`config.mk`:
```
export PLATFORM = sky130hd
export DESIGN_NAME = wm8731_i2s_adc_receiver
export DESIGN_NICKNAME = d
export VERILOG_FILES = /design/src/rtl/wm8731_pkg.sv /design/src/rtl/wm8731_sync_edge.sv /design/src/rtl/wm8731_i2s_adc_receiver.sv
export SDC_FILE = /design/constraint.sdc
export NUM_CORES = 1
export LEC_CHECK = 0
export CORE_UTILIZATION = 34
export CTS_BUF_LIST = sky130_fd_sc_hd__clkbuf_8
export DETAILED_ROUTE_END_ITERATION = 10
export PLACE_DENSITY = 0.62
export SYNTH_ARGS = -nofsm -noshare
export SYNTH_HDL_FRONTEND = slang
export SYNTH_SLANG_ARGS = --single-unit
```
`constraint.sdc`:
```
create_clock -name CLOCK50M -period 3.87 [get_ports CLOCK50M]
set_input_delay 0.774 -clock CLOCK50M [delete_from_list [all_inputs] [get_ports CLOCK50M]]
set_output_delay 0.774 -clock CLOCK50M [all_outputs]
set_load 0.02 [all_outputs]
```
`src/rtl/wm8731_pkg.sv`:
```
// Shared definitions for the WM8731 codec interface blocks: default word width,
// ADCLRC channel encodings and the I2S receiver state set.
package wm8731_pkg;

  localparam int DEFAULT_DATA_WIDTH = 16;

  localparam logic LRC_LEFT  = 1'b0;
  localparam logic LRC_RIGHT = 1'b1;

  typedef enum logic [1:0] {
    WAIT_SYNC = 2'd0,
    SHIFT     = 2'd1,
    HOLD      = 2'd2
  } rx_state_t;

endpackage

```
`src/rtl/wm8731_sync_edge.sv`:
```
// Multi-flop synchroniser for a bundle of asynchronous pins, with an optional
// one-cycle rising-edge strobe derived from the synchronised level.
module wm8731_sync_edge #(
  parameter int WIDTH       = 1,
  parameter int STAGES      = 2,
  parameter bit EDGE_DETECT = 1'b1
) (
  input  logic             clk,
  input  logic             rst_n,
  input  logic [WIDTH-1:0] din,
  output logic [WIDTH-1:0] dout,
  output logic [WIDTH-1:0] rise
);

  logic [STAGES-1:0][WIDTH-1:0] chain;

  always_ff @(posedge clk or negedge rst_n) begin
    if (!rst_n) begin
      chain <= '0;
    end else begin
      chain <= {chain[STAGES-2:0], din};
    end
  end

  assign dout = chain[STAGES-1];

  generate
    if (EDGE_DETECT) begin : g_edge
      logic [WIDTH-1:0] prev;

      always_ff @(posedge clk or negedge rst_n) begin
        if (!rst_n) begin
          prev <= '0;
        end else begin
          prev <= dout;
        end
      end

      assign rise = dout & ~prev;
    end else begin : g_level
      assign rise = '0;
    end
  endgenerate

endmodule

```
`src/rtl/wm8731_i2s_adc_receiver.sv`:
```
// I2S receiver for the WM8731 ADC path: captures ADCDAT on synchronised BCLK rises
// and delivers left/right pairs with a valid/ready handshake.
// Optional feature macro: OVERRUN_COUNT_EN adds a saturating overrun_count output.
module wm8731_i2s_adc_receiver
  import wm8731_pkg::*;
#(
  parameter int DATA_WIDTH  = DEFAULT_DATA_WIDTH,
  parameter int SYNC_STAGES = 2
) (
  input  logic                  CLOCK50M,
  input  logic                  RESET,
  input  logic                  BCLK,
  input  logic                  ADCLRC,
  input  logic                  ADCDAT,
  output logic [DATA_WIDTH-1:0] left_sample,
  output logic [DATA_WIDTH-1:0] right_sample,
  output logic                  sample_valid,
  input  logic                  sample_ready,
  output logic                  overrun,
  output logic                  frame_error,
  input  logic                  err_clear
`ifdef OVERRUN_COUNT_EN
  ,
  output logic [7:0]            overrun_count
`endif
);

  localparam int CW = $clog2(DATA_WIDTH + 1);

  logic            unused_bclk_level;
  logic            bclk_rise;
  logic [1:0]      lrc_dat_s;
  logic [1:0]      unused_lrc_dat_rise;
  logic            lrc_s;
  logic            dat_s;

  rx_state_t       state, state_nx;
  logic [CW-1:0]   cnt, cnt_nx;
  logic [DATA_WIDTH-1:0] shreg, shreg_nx;
  logic            word_done;
  logic            slot_err;

  logic            lrc_last;
  logic            lrc_primed;
  logic            lrc_edge;
  logic            left_ok;
  logic            pair_pend;
  logic [DATA_WIDTH-1:0] left_buf;
  logic [DATA_WIDTH-1:0] right_buf;

  wm8731_sync_edge #(
    .WIDTH      (1),
    .STAGES     (SYNC_STAGES),
    .EDGE_DETECT(1'b1)
  ) u_bclk_sync (
    .clk  (CLOCK50M),
    .rst_n(RESET),
    .din  (BCLK),
    .dout (unused_bclk_level),
    .rise (bclk_rise)
  );

  // LRC and data share an identical chain so they stay aligned with the BCLK strobe.
  wm8731_sync_edge #(
    .WIDTH      (2),
    .STAGES     (SYNC_STAGES),
    .EDGE_DETECT(1'b0)
  ) u_lrc_dat_sync (
    .clk  (CLOCK50M),
    .rst_n(RESET),
    .din  ({ADCLRC, ADCDAT}),
    .dout (lrc_dat_s),
    .rise (unused_lrc_dat_rise)
  );

  assign lrc_s = lrc_dat_s[1];
  assign dat_s = lrc_dat_s[0];

  // The first strobe after reset only records LRC, so a mid-slot release is never an edge.
  assign lrc_edge = bclk_rise && lrc_primed && (lrc_s != lrc_last);

  always_ff @(posedge CLOCK50M or negedge RESET) begin
    if (!RESET) begin
      state <= WAIT_SYNC;
      cnt   <= '0;
      shreg <= '0;
    end else begin
      state <= state_nx;
      cnt   <= cnt_nx;
      shreg <= shreg_nx;
    end
  end

  always_comb begin
    state_nx  = state;
    cnt_nx    = cnt;
    shreg_nx  = shreg;
    word_done = 1'b0;
    slot_err  = 1'b0;
    if (bclk_rise) begin
      unique case (state)
        WAIT_SYNC: begin
          if (lrc_edge) begin
            state_nx = SHIFT;
            cnt_nx   = '0;
          end
        end
        SHIFT: begin
          if (lrc_edge) begin
            slot_err = 1'b1;
            cnt_nx   = '0;
          end else begin
            shreg_nx = {shreg[DATA_WIDTH-2:0], dat_s};
            if (cnt == CW'(DATA_WIDTH - 1)) begin
              word_done = 1'b1;
              state_nx  = HOLD;
              cnt_nx    = '0;
            end else begin
              cnt_nx = cnt + 1'b1;
            end
          end
        end
        HOLD: begin
          if (lrc_edge) begin
            state_nx = SHIFT;
            cnt_nx   = '0;
          end
        end
        default: begin
          state_nx = WAIT_SYNC;
          cnt_nx   = '0;
        end
      endcase
    end
  end

  always_ff @(posedge CLOCK50M or negedge RESET) begin
    if (!RESET) begin
      lrc_last     <= 1'b0;
      lrc_primed   <= 1'b0;
      left_ok      <= 1'b0;
      pair_pend    <= 1'b0;
      left_buf     <= '0;
      right_buf    <= '0;
      left_sample  <= '0;
      right_sample <= '0;
      sample_valid <= 1'b0;
      overrun      <= 1'b0;
      frame_error  <= 1'b0;
    end else begin
      overrun   <= 1'b0;
      pair_pend <= 1'b0;

      if (bclk_rise) begin
        lrc_last   <= lrc_s;
        lrc_primed <= 1'b1;
      end

      if (slot_err) begin
        left_ok <= 1'b0;
      end

      if (word_done) begin
        if (lrc_s == LRC_LEFT) begin
          left_buf <= shreg_nx;
          left_ok  <= 1'b1;
        end else if (lrc_s == LRC_RIGHT && left_ok) begin
          right_buf <= shreg_nx;
          left_ok   <= 1'b0;
          pair_pend <= 1'b1;
        end
      end

      // A pair landing while the old one is being accepted is not an overrun.
      if (pair_pend) begin
        left_sample  <= left_buf;
        right_sample <= right_buf;
        sample_valid <= 1'b1;
        overrun      <= sample_valid & ~sample_ready;
      end else if (sample_valid && sample_ready) begin
        sample_valid <= 1'b0;
      end

      if (slot_err) begin
        frame_error <= 1'b1;
      end else if (err_clear) begin
        frame_error <= 1'b0;
      end
    end
  end

`ifdef OVERRUN_COUNT_EN
  always_ff @(posedge CLOCK50M or negedge RESET) begin
    if (!RESET) begin
      overrun_count <= '0;
    end else if (pair_pend && sample_valid && !sample_ready && overrun_count != 8'hFF) begin
      overrun_count <= overrun_count + 8'd1;
    end
  end
`endif

endmodule
```
==> run_results.csv <==
group,metric,value,unit
worst_setup_path,startpoint,"state[1]",
timing,fin_ws,1.18,ns
clock_network,post-cts-setup-buffers,0,
logic_synthesis,ys_async_sr_fraction,100,%
worst_setup_path,worstRegToRegCells,3,
final_layout,n_antenna_cell,0,
logic_synthesis,postSynthCellCount,239,
clock_network,clk_path_buf_depth,2,
timing,fin_crit_sh,69.5,%
worst_setup_path,worstPathMaxFanout,16,
final_layout,nets,295,
global_routing,grt_pass1_wl,10900,um
logic_synthesis,avgSynthCellArea,15.9,um^2
logic_synthesis,synth_cell_types,35,
final_layout,syn_to_final_growth,21.1,%
logic_synthesis,synth_area,3800,um^2
worst_setup_path,crit_path_end,"right_buf[0]",
drt,drc,0,
timing,period_minus_slack,2.69,ns
final_layout,multi_input_area,1220,um^2
floorplan,num_rows,38,
logic_synthesis,ys_ff_latch,100,
clock_network,cts_resized,0,
logic_synthesis,yosysMostFrequentCell,"dfrtp_1",
logic_synthesis,yosys_warnings,0,
worst_setup_path,required,4.11,ns
drt,viasPerCell,4.74,
timing,final.setup.tns,0,ns
placement,port_buffers,41,
drt,drt-pass1-iter-count,4,
worst_setup_path,r2r_end,"right_buf[0]",
floorplan,die_w,108,um
global_routing,grt_max_degree,50,
power,p_leak,2.19,nW
placement,globalplace.congestion,0.753,
floorplan,io_pins,42,
floorplan,dieHeight,108,um
final_layout,final-seq-area,2500,um^2
worst_hold_path,min_path_type,"flip-flop to flip-flop",
timing,report.final.slew_viol_count,0,
placement,place_area,4360,um^2
clock_network,cts_max_level,3,
floorplan,core_area,10800,um^2
clock_network,clk_latency,0.35,ns
drt,ant_nets,0,
timing,finClkSkew,0.00955,ns
worst_setup_path,crit_type,"flip-flop to flip-flop",
power,power,2.13,mW
power,peakVddDrop,0.164,mV
logic_synthesis,synthDominantCellAreaShare,65.9,%
clock_network,cts.reportedPaths.clkPinSlew,0.09,ns
power,powerDensity,463,nW/um^2
worst_setup_path,cp.arrival,2.93,ns
global_routing,overflow,0,
timing,report.final.hold_viol_count,0,
worst_setup_path,reg2reg_slack,1.18,ns
final_layout,num-fill-cells,1019,
timing,fmax,372,MHz
logic_synthesis,synth_enable_flop_cells,0,
timing,max-slew-margin-rel,20.3,%
floorplan,start_util,35.0,%
placement,pre_cts_slack,1.14,ns
clock_network,cts_buffers,9,
logic_synthesis,yosysTopAreaCell,"dfrtp_1",
drt,drtIter0Drc,37,
drt,wl_per_cell,14.5,um
logic_synthesis,synth_area_leaders,"dfrtp_1 (66%), mux2_2 (23%), nand2_1 (0.89%)",
final_layout,final_area,4600,um^2
timing,setup_viol,0,
worst_setup_path,cp-end-kind,"flip-flop",
global_routing,antenna_found_initial,0,
logic_synthesis,dominantRegCellSynth,"dfrtp_1",
run,cap_violations,0,
drt,routed_wl,6260,um
final_layout,drive_gt1_share,36.3,%
clock_network,cts.sinks,100,
final_layout,fin_util,42.4,%
clock_network,cts_tree,"done",
worst_setup_path,startpoint_type,"flip-flop",
worst_setup_path,r2r_start,"state[1]",
clock_network,hold_buffers,0,
logic_synthesis,synth.net_count,247,
timing,worstMarginPinSlew,1.19,ns
floorplan,die_area,11600,um^2
global_routing,grt_pass1_vias,2159,
run_status,status,"completed",
logic_synthesis,synthTopCellsByCount,"dfrtp_1 (100), mux2_2 (79), nand2_1 (9), inv_1 (5), o21ai_0 (4)",
logic_synthesis,yosysSeqAreaShare,65.9,%
timing,rsz0062_at_grt,"no",
placement,dpl.hpwl,4090,um
global_routing,track_usage,12.3,%
clock_network,clock-root-buffer,"clkbuf_8",
drt,num_vias,2047,
## state kept, by name (all words and copies together), names as in the netlist, 2 cells and up
register	flops
left_sample	16
u_lrc_dat_sync.dout	2
state	2
right_buf	16
u_lrc_dat_sync.chain	2
right_sample	16
cnt	5
shreg	15
left_buf	16
## where the power goes
part           leakage [nW]  switching (mW)  internal (mW)
clock network         0.123           0.349          0.429
registers              1.35          0.0719           1.11
logic                 0.721          0.0826         0.0848
## cells by family (layout without fill, tap and decap cells)
family                     after synthesis  in the layout  share of synthesized area [%]
DFF                                    100            100                           65.9
buffers and inverters                   13             66                           1.81
AOI/OAI and AO/OA                       17             17                           3.66
xor gates and xnor gates                 1              1                          0.231
and+or+nand+nor                         28             28                           4.61
muxes                                   79             79                           23.4
adders and majority gates                1              1                          0.330
## routing by layer
metal | up-vias | part of all wire, % | track usage [%] | wire, um
met1 | 1050 | 49 | 17.2 | 3080
met2 | 39 | 45 | 17.8 | 2840
li1 | 952 | - | - | -
met3 | 6 | 4.5 | 3.39 | 281
met4 | 0 | 1.1 | 4.99 | 67
met5 | - | 0 | 0 | 0
## worst min-delay path by stage
stage	startpoint	to	slack [ns]	cells past startpoint
floorplan	u_bclk_sync.chain[0]	u_bclk_sync.dout	0.33	0
global placement	u_bclk_sync.chain[0]	u_bclk_sync.dout	0.34	0
detailed placement	u_bclk_sync.chain[0]	u_bclk_sync.dout	0.33	0
CTS	u_bclk_sync.chain[0]	u_bclk_sync.dout	0.35	0
global route	u_bclk_sync.chain[0]	u_bclk_sync.dout	0.36	0
finish	u_bclk_sync.chain[0]	u_bclk_sync.dout	0.35	0
## cells in the final DEF (no fill, tap or decap), types with 2 or more instances in the layout
cell,netlist,layout
a21oi_1,2,2
a22o_1,3,3
and3_1,2,2
buf_4,1,5
bufinv_16,0,3
clkbuf_8,0,9
clkdlybuf4s50_1,0,40
clkinv_2,0,3
dfrtp_1,100,100
inv_1,5,5
mux2_2,79,79
nand2_1,9,9
nand2b_1,2,2
nand4b_1,2,2
nor2_1,3,3
nor2b_1,2,2
o21ai_0,4,4
## area by class of cell
| type | count | share of cell area [%] |
|---|---|---|
| well taps | 140 | 3.81 |
| multi-input cells | 126 | 26.6 |
| clock buffers | 9 | 2.69 |
| flip-flops and latches | 100 | 54.4 |
| clock inverters | 7 | 2.48 |
| inverters | 5 | 0.408 |
| repair buffers | 45 | 9.53 |
## worst max-delay path: stages, from the launching register on
cell and delay (ns):
dfrtp_1 0.45, nand4bb_1 0.54, nor4_4 1.15, mux2_2 0.42
## stage by stage
stage,hold slack (ns),std cells
2_1_floorplan,0.331,239
3_3_place_gp,0.337,416
3_5_place_dp,0.335,416
4_1_cts,0.355,432
5_1_grt,0.363,432
6_report,0.354,432
Note: power is estimated with default switching activity, not from simulation.
